**src/rtl/ps2_key_event_decoder.sv**
```systemverilog
// ps2_key_event_decoder
//   Parses the PS/2 Set-2 byte stream (E0 extended and F0 break prefixes),
//   matches NUM_KEYS programmable scancodes, tracks which mapped keys are
//   held (typematic repeats are suppressed), and queues key events in a
//   show-ahead FIFO with a valid/ready handshake. A registered level
//   "current command" (lowest-index held key, all ones when idle) is also
//   provided.
//
// Ports
//   CLOCK_50      in   system clock
//   reset         in   asynchronous, active-high reset
//   rx_data       in   received byte from PS2_Controller
//   rx_data_en    in   one-cycle strobe, rx_data valid this cycle
//   clear         in   synchronous flush (FIFO, held keys, overflow, parser)
//   cmd_data      out  FIFO head: key index
//   cmd_is_break  out  FIFO head: 1 = release event
//   cmd_valid     out  FIFO non-empty
//   cmd_ready     in   consumer accepts the head when cmd_valid is 1
//   key_held      out  bit i = 1 while key i is held
//   current_cmd   out  lowest-index held key, else all ones
//   fifo_count    out  number of queued events
//   overflow      out  sticky, an event was dropped on a full FIFO
//
// Parser states
//   state      | meaning
//   IDLE       | no prefix seen; next plain byte is a make
//   EXT        | E0 seen; next plain byte is an extended make
//   BRK        | F0 seen; next plain byte is a break
//   EXT_BRK    | E0 and F0 seen; next plain byte is an extended break

module ps2_key_event_decoder #(
  parameter int                    NUM_KEYS     = 6,
  parameter int                    CMD_W        = 3,
  parameter logic [8*NUM_KEYS-1:0] KEY_CODES    = {8'h33, 8'h2A, 8'h1D, 8'h2D, 8'h35, 8'h34},
  parameter logic [NUM_KEYS-1:0]   KEY_EXT      = '0,
  parameter int                    FIFO_DEPTH   = 4,
  parameter int                    REPORT_BREAK = 0
) (
  input  logic                          CLOCK_50,
  input  logic                          reset,
  input  logic [7:0]                    rx_data,
  input  logic                          rx_data_en,
  input  logic                          clear,
  output logic [CMD_W-1:0]              cmd_data,
  output logic                          cmd_is_break,
  output logic                          cmd_valid,
  input  logic                          cmd_ready,
  output logic [NUM_KEYS-1:0]           key_held,
  output logic [CMD_W-1:0]              current_cmd,
  output logic [$clog2(FIFO_DEPTH):0]   fifo_count,
  output logic                          overflow
);

  localparam int PTR_W = $clog2(FIFO_DEPTH);
  localparam int CNT_W = PTR_W + 1;

  localparam logic [1:0] ST_IDLE    = 2'd0;
  localparam logic [1:0] ST_EXT     = 2'd1;
  localparam logic [1:0] ST_BRK     = 2'd2;
  localparam logic [1:0] ST_EXT_BRK = 2'd3;

  localparam logic [7:0] BYTE_E0 = 8'hE0;
  localparam logic [7:0] BYTE_F0 = 8'hF0;

  logic [1:0]          state, state_nxt;
  logic                ev_make, ev_break, ev_ext;

  logic [NUM_KEYS-1:0] hit_mask;
  logic [CMD_W-1:0]    hit_idx;
  logic                hit;

  logic [NUM_KEYS-1:0] held_nxt;
  logic                push, push_brk;

  logic [CMD_W:0]      mem [FIFO_DEPTH];
  logic [PTR_W-1:0]    wr_ptr, rd_ptr;
  logic [CNT_W-1:0]    count;
  logic                full, pop, do_push, drop;
  logic [CMD_W:0]      head;

  logic [CMD_W-1:0]    cur_nxt;

  // Parser: prefixes only move the state; a plain byte yields one event.
  always_comb begin
    state_nxt = state;
    ev_make   = 1'b0;
    ev_break  = 1'b0;
    ev_ext    = 1'b0;
    if (rx_data_en) begin
      case (state)
        ST_IDLE: begin
          if (rx_data == BYTE_E0)      state_nxt = ST_EXT;
          else if (rx_data == BYTE_F0) state_nxt = ST_BRK;
          else                         ev_make = 1'b1;
        end
        ST_EXT: begin
          if (rx_data == BYTE_E0)      state_nxt = ST_EXT;
          else if (rx_data == BYTE_F0) state_nxt = ST_EXT_BRK;
          else begin
            ev_make   = 1'b1;
            ev_ext    = 1'b1;
            state_nxt = ST_IDLE;
          end
        end
        ST_BRK: begin
          if (rx_data == BYTE_F0)      state_nxt = ST_BRK;
          else if (rx_data == BYTE_E0) state_nxt = ST_EXT_BRK;
          else begin
            ev_break  = 1'b1;
            state_nxt = ST_IDLE;
          end
        end
        default: begin
          if (rx_data == BYTE_E0 || rx_data == BYTE_F0) state_nxt = ST_EXT_BRK;
          else begin
            ev_break  = 1'b1;
            ev_ext    = 1'b1;
            state_nxt = ST_IDLE;
          end
        end
      endcase
    end
  end

  // Key match; scanning downward lets the lowest matching index win.
  always_comb begin
    hit_mask = '0;
    hit_idx  = '0;
    hit      = 1'b0;
    for (int i = NUM_KEYS - 1; i >= 0; i--) begin
      if (rx_data == KEY_CODES[8*i +: 8] && ev_ext == KEY_EXT[i]) begin
        hit_mask    = '0;
        hit_mask[i] = 1'b1;
        hit_idx     = CMD_W'(i);
        hit         = 1'b1;
      end
    end
  end

  // Held-key tracking and event generation.
  always_comb begin
    held_nxt = key_held;
    push     = 1'b0;
    push_brk = 1'b0;
    if (hit && ev_make && ((key_held & hit_mask) == '0)) begin
      held_nxt = key_held | hit_mask;
      push     = 1'b1;
    end
    if (hit && ev_break) begin
      held_nxt = key_held & ~hit_mask;
      if (REPORT_BREAK != 0 && ((key_held & hit_mask) != '0)) begin
        push     = 1'b1;
        push_brk = 1'b1;
      end
    end
  end

  assign full    = (count == CNT_W'(FIFO_DEPTH));
  assign pop     = cmd_valid & cmd_ready;
  // A push into a full FIFO is still accepted when a pop frees the slot.
  assign do_push = push & (~full | pop);
  assign drop    = push & full & ~pop;

  always_ff @(posedge CLOCK_50 or posedge reset) begin
    if (reset) begin
      state    <= ST_IDLE;
      key_held <= '0;
      wr_ptr   <= '0;
      rd_ptr   <= '0;
      count    <= '0;
      overflow <= 1'b0;
    end else if (clear) begin
      state    <= ST_IDLE;
      key_held <= '0;
      wr_ptr   <= '0;
      rd_ptr   <= '0;
      count    <= '0;
      overflow <= 1'b0;
    end else begin
      state    <= state_nxt;
      key_held <= held_nxt;
      if (do_push) wr_ptr <= wr_ptr + PTR_W'(1);
      if (pop)     rd_ptr <= rd_ptr + PTR_W'(1);
      case ({do_push, pop})
        2'b10:   count <= count + CNT_W'(1);
        2'b01:   count <= count - CNT_W'(1);
        default: count <= count;
      endcase
      if (drop) overflow <= 1'b1;
    end
  end

  always_ff @(posedge CLOCK_50) begin
    if (!clear && do_push) mem[wr_ptr] <= {push_brk, hit_idx};
  end

  // Lowest-index held key, all ones when nothing is held.
  always_comb begin
    cur_nxt = '1;
    for (int i = NUM_KEYS - 1; i >= 0; i--) begin
      if (key_held[i]) cur_nxt = CMD_W'(i);
    end
  end

  always_ff @(posedge CLOCK_50 or posedge reset) begin
    if (reset) current_cmd <= '1;
    else       current_cmd <= cur_nxt;
  end

  assign cmd_valid    = (count != '0);
  assign head         = mem[rd_ptr];
  // Gate the head so the outputs read zero while the FIFO is empty.
  assign cmd_data     = cmd_valid ? head[CMD_W-1:0] : '0;
  assign cmd_is_break = cmd_valid ? head[CMD_W] : 1'b0;
  assign fifo_count   = count;

endmodule

```
**config.mk**
```make
export PLATFORM = sky130hd
export DESIGN_NAME = ps2_key_event_decoder
export DESIGN_NICKNAME = d
export VERILOG_FILES = /design/src/rtl/ps2_key_event_decoder.sv
export SDC_FILE = /design/constraint.sdc
export NUM_CORES = 1
export LEC_CHECK = 0
export CAP_MARGIN = 40
export CORE_UTILIZATION = 49
export CTS_CLUSTER_DIAMETER = 200
export DETAILED_ROUTE_END_ITERATION = 8
export PLACE_DENSITY = 0.85
export SETUP_SLACK_MARGIN = 0.1
export SYNTH_ARGS = -nofsm -noshare
export SYNTH_HDL_FRONTEND = slang
export SYNTH_SLANG_ARGS = --single-unit
```
**constraint.sdc**
```tcl
create_clock -name CLOCK_50 -period 2.4 [get_ports CLOCK_50]
set_input_delay 0.6 -clock CLOCK_50 [delete_from_list [all_inputs] [get_ports CLOCK_50]]
set_output_delay 0.6 -clock CLOCK_50 [all_outputs]
set_load 0.05 [all_outputs]
```
==> impl_metrics.yaml, run 1 <==
power:
  vdd.ir_drop.worst_uv: 290
  power_switching_mw: 0.331
  total_power_mw: 1.29
  pwr-share-seq_pct: 42.6
  combPwrFrac_pct: 17.3
  total_leakage_power_nw: 1.46
  power_frac_clock_pct: 40.0
  p_sw_share_pct: 25.6
  p_int_mw: 0.962
  powerDensity_nw_per_um2: 393
logic_synthesis:
  ys_top_cells_by_count: "dfrtp_1, nor2_1, a21oi_1, nand2_1, edfxtp_1"
  synth_area_leaders: "dfrtp_1, edfxtp_1, dfstp_2, a21oi_1, mux4_2"
  seq_area_frac_synth_pct: 41.8
  synth_edf_count: 12
  synth.net_count: 217
  ys_seq_elements: 31
  yosys_warnings: 0
  synth.cell_area_sq_um: 2010
  synth_top_cell_by_area: "dfrtp_1"
  ys_async_sr_fraction_pct: 61.3
  synth_cell_types: 59
  yosysTopAreaCellShare_pct: 19.9
  yosys_most_used_dff: "dfrtp_1"
  synth_area_per_cell_sq_um: 10.1
  synth_cells: 199
place:
  hpwl_mm: 4.09
  gp_congestion: 0.969
  place_area_sq_um: 2750
  io_buffers: 29
status:
  violations: "setup timing"
  status: "finished with violations"
global_routing:
  antenna_found_initial: 0
  grt_pass1_wl_mm: 10.8
  grt_pass1_vias: 2149
  overflow: 0
  grt_max_degree: 20
  grt_usage_pct: 34.4
floorplan:
  dieWidth_microns: 66.0
  die_area_sq_um: 4360
  io_pins: 31
  core_area_sq_um: 3800
  die_h_microns: 66.0
  num_rows: 22
  initial_utilization_pct: 52.9
clocking:
  cts_tree: "done"
  insertion_delay_ps: 290
  clk_pin_slew_ps: 70
  h-tree-depth: 2
  cts_buffers: 5
  ctsHoldBuffers: 0
  numClockSinks: 31
  ctsLongestPathBuffers: 2
  clockRootBuffer: "clkbuf_8"
critical_path:
  worstPathRequired_ps: 2570
  worstSetupEndpointType: "register"
  path_class: "in -> reg"
  crit_fanout: 6
  startpoint_type: "primary input"
  crit_arrival_ps: 2700
route:
  dr.first_iter.drc_count: 336
  route.detailed.drc: 0
  first_pass_iters: 7
  routedWlPerCell_microns: 23.5
  vias: 2312
  via_per_inst: 6.61
  wl_mm: 8.23
  ant_nets: 0
sta:
  min_period_ps: 2540
  rsz0062_at_grt: "true"
  post-route-period-util_pct: 106
  clock_skew_ps: 6.53
  setup_violations: 7
  tightest_slew_ps: 508
  fmax_ghz: 0.394
  layout_setup_ws_ps: -139
  final_hold_viol_count: 0
  relSlewSlack_pct: 66.1
  maxSlewViolCount: 0
finish:
  finish.instance_area_sq_um: 3290
  n_fill_cell: 166
  multi_input_area_sq_um: 1340
  drive_gt1_share_pct: 49.0
  regArea_sq_um: 841
  syn2layout_area_growth_pct: 63.6
  diodes: 0
  layout.nets: 319
hold_path:
  holdCritPathClass: "reg -> reg"
run:
  drv_cap: 0
worst paths after layout:
path                       startpoint             end  slack (ps)  cells after the start
setup / recovery           rx_data[1]   fifo_count[1]        -140                     11
hold / removal               overflow        overflow         530                      2
min in group asynchronous       reset        state[0]         630                      3
max in group asynchronous       reset  current_cmd[1]        1490                      3
setup reg to reg             state[0]   fifo_count[1]        -110                     10
hold reg to reg              overflow        overflow         530                      2
cells in the final DEF, fill, tap and decap left out, types with 5 or more instances in the layout:
cell	Yosys	final
a21oi_1	14	12
and2_4	1	5
buf_4	3	72
buf_6	1	7
clkbuf_8	0	5
clkdlybuf4s50_1	0	14
dfrtp_1	16	15
edfxtp_1	12	12
inv_1	9	9
nand2_1	14	13
nor2_1	16	16
nor3_1	11	8
stage by stage:
stage | setup WS [ps] | utilization (%) | instances | setup TNS (ps) | hold WS [ps]
6_report | -139 | 86.6 | 350 | -220 | 526
5_1_grt | -183 | 86.6 | 350 | -1010 | 580
4_1_cts | -59.5 | 80.2 | 343 | -111 | 499
3_5_place_dp | -755 | 72.3 | 316 | -14570 | 495
3_3_place_gp | -649 | 72.3 | 316 | -12950 | 485
2_1_floorplan | -151 | - | 199 | -281 | 548
critical path: stages:
cell and delay (ps):
buf_8 110, nand4b_1 170, buf_4 180, nor4b_4 320
a211oi_2 140, o211ai_1 160, nand2_1 120, fa_2 580
nand2b_1 70, mux2i_1 170, nor3_1 80
sequential cells by signal, summed over array words and instances (netlist names):
signal / count
mem: 12
overflow: 1
state: 2
fifo_count: 3
rd_ptr: 2
current_cmd: 3
wr_ptr: 2
key_held: 6
layout make-up:
type / instances / area share (%)
repair buffers: 105 / 27.5
flip-flops and latches: 31 / 25.6
clock buffers: 5 / 2.09
clock inverters: 3 / 1.18
well taps: 48 / 1.83
inverters: 9 / 1.03
multi-input cells: 149 / 40.8
layer usage:
metal  up-vias  wire length, microns  GRT usage (%)
li1        934                     -              -
met1      1108                  2920           39.1
met2       201                  3800           55.6
met3        69                   840           10.2
met4         0                   661           23.1
met5         -                     0              0
cell families (layout without fill, tap and decap cells):
group           after synthesis  after routing  synth area share [%]
simple gates                 90             90                  26.0
compound gates               41             41                  16.1
flops                        31             31                  41.8
buf+inv                      19            122                  4.55
mux                           9              9                  6.60
fa+ha+maj                     5              5                  3.49
xor+xnor                      3              3                  1.31
other cells                   1              1                 0.187
power by group through the flow:
stage / combinational (mW) / clock [mW] / sequential, mW
final: 0.224 / 0.518 / 0.551
after global routing: 0.231 / 0.544 / 0.551
after CTS: 0.177 / 0.504 / 0.551
after detailed placement: 0.151 / 0 / 0.562
after global placement: 0.147 / 0 / 0.562
after floorplan: 0.0709 / 0 / 0.562
repair_timing:
item	in CTS	in global routing
buffers inserted	19	8
gates resized for setup	51	41
setup endpoints to repair	28	27
pin swaps	15	23
hold endpoints to repair	0	0
Power figures use the tool's default switching activity.
==> inputs of run 2 (changes only) <==
CORE_MARGIN = 4   (was default)
CTS_CLUSTER_DIAMETER = 100   (was 200)
GPL_TIMING_DRIVEN = 0   (was default)
==> run 2 against run 1 <==
Compared with the run above: the flow still finishes with violations (setup timing); sequential cell count unchanged; clock skew up 3.8 ps; final cell count decreased by 13%; power is 6.7% lower; maximum frequency grew 2.1%; cell area shrank 15%; largest cell class unchanged.
==> impl_metrics.yaml, run 2 (synthesized netlist as in run 1, its figures left out) <==
status:
  status: "finished with violations"
  violations: "setup timing"
finish:
  n_fill_cell: 276
  drive_gt1_share_pct: 35.8
  top_register: "mem"
  final_common_cell: "buf_4"
  diodes: 0
  fin_util_pct: 70.6
  reg.largest.list: "mem (12), key_held (6)"
  final_cell_mix: "buf_4, nor2_1, dfrtp_1, clkdlybuf4s50_1, nand2_1"
  syn2layout_area_growth_pct: 39.6
  layout.nets: 271
  largest_reg_flops: 12
sta:
  layout_setup_ws_ps: -86.6
  maxSlewViolCount: 0
  post-route-period-util_pct: 104
  final_hold_viol_count: 0
  rsz0062_at_grt: "true"
  tightest_slew_ps: 783
  fmax_ghz: 0.402
  setup_violations: 14
  relSlewSlack_pct: 47.7
  min_period_ps: 2490
  hold_ws_ps: 516
  setup_tns_ps: -363
  clock_skew_ps: 10.3
critical_path:
  worst-path-buf-inv: 2
  worstPathRequired_ps: 2560
  cp_cell_sequence: "buf_8 -> and2_4 -> buf_4 -> nor4b_4 -> o41ai_4 -> o211ai_1 -> nand2_1 -> fa_2 -> nand2b_1 -> mux2i_1 -> nor3_1"
  critPathSlowestCell: "fa_2"
  crit-reg2reg-launch: "state[0]"
  crit_arrival_ps: 2650
  cp_slowest_stage_delay_ps: 560
  path_depth: 11
  crit_fanout: 3
  r2r_slack_ps: -70
  critical_path.top_delay_family: "simple AND/OR/NAND/NOR gates"
  path_class: "in -> reg"
  reg2reg_depth: 10
  reg2reg_to: "fifo_count[1]"
  startpoint_type: "primary input"
  worstSetupEndpointType: "register"
clocking:
  clockRootBuffer: "clkbuf_8"
  cts_buffers: 5
  ctsLongestPathBuffers: 2
  numClockSinks: 31
  insertion_delay_ps: 280
  cts_tree: "done"
  h-tree-depth: 2
  clk_pin_slew_ps: 70
route:
  ant_nets: 0
  dr.first_iter.drc_count: 198
  first_pass_iters: 4
  route.detailed.drc: 0
  via_per_inst: 6.05
  vias: 1838
  routedWlPerCell_microns: 19.0
  wl_mm: 5.78
global_routing:
  grt_pass1_vias: 1799
  grt_max_degree: 20
  grt_usage_pct: 22.1
  grt_pass1_wl_mm: 8.89
  overflow: 0
  antenna_found_initial: 0
place:
  io_buffers: 28
  gp_congestion: 0.836
  hpwl_mm: 3.54
floorplan:
  die_area_sq_um: 5190
  io_pins: 31
  dieWidth_microns: 72.0
  num_rows: 23
  initial_utilization_pct: 50.6
  die_h_microns: 72.0
  core_area_sq_um: 3970
hold_path:
  hold-path-cell-count: 1
  hold_start: "key_held[0]"
  min_to: "current_cmd[2]"
  holdCritPathClass: "reg -> reg"
run:
  drv_cap: 0
power:
  total_leakage_power_nw: 1.12
  powerDensity_nw_per_um2: 430
  vdd.ir_drop.worst_uv: 319
[run 2: cell types whose count changed in the layout (fill, tap and decap cells not counted), sizes merged]
cell	change
buf	-51
clkbuf	+3
clkdlybuf4s50	+1
dlymetal6s2s	-1
[run 2: how the worst max path moves through the flow]
| stage | start | endpoint | slack, ps |
|---|---|---|---|
| after floorplan | rx_data[0] | fifo_count[1] | -150 |
| after global placement | rx_data[4] | fifo_count[1] | -1000 |
| after detailed placement | rx_data[4] | fifo_count[2] | -1000 |
| after CTS | rx_data_en | fifo_count[1] | -70 |
| after global routing | rx_data_en | fifo_count[1] | -170 |
| final | rx_data_en | fifo_count[1] | -90 |
[run 2: repair_timing]
action                                  in CTS  in global routing
endpoints found under the setup margin      36                 29
resized for setup                           76                 13
hold buffers                                 0                  0
setup buffers                               13                  6
pin swaps                                   15                 13
[run 2: final cells by class]
cell class | count | area, sq um | share of cell area (%)
multi-input cells | 149 | 1280 | 45.5
flip-flops and latches | 31 | 841 | 30.0
repair buffers | 48 | 408 | 14.5
plain buffers | 9 | 76.3 | 2.72
clock buffers | 5 | 68.8 | 2.45
well taps | 50 | 62.6 | 2.23
clock inverters | 3 | 38.8 | 1.38
inverters | 9 | 33.8 | 1.20
[run 2: power by group]
group	leakage (nW)	switching, mW	internal (mW)
clock	0.0556	0.201	0.304
combinational	0.704	0.0871	0.0639
sequential	0.365	0.00200	0.549
[run 2: stage by stage]
step                      power (mW)  cell area, sq um  setup slack [ps]  std cells
after floorplan                0.633              2100              -151        199
after global placement         0.673              2440              -999        277
after detailed placement       0.676              2450             -1000        278
after CTS                       1.19              2710             -71.7        298
after global routing            1.25              2810              -167        304
final                           1.21              2810             -86.6        304
[run 2: routing by layer]
metal  track usage [%]  vias to the layer above  routed length (microns)
li1                  -                      835                        -
met1              27.5                      910                     2200
met2              39.2                       77                     3160
met3              3.60                       16                      330
met4              6.68                        0                       89
met5                 0                        -                        0
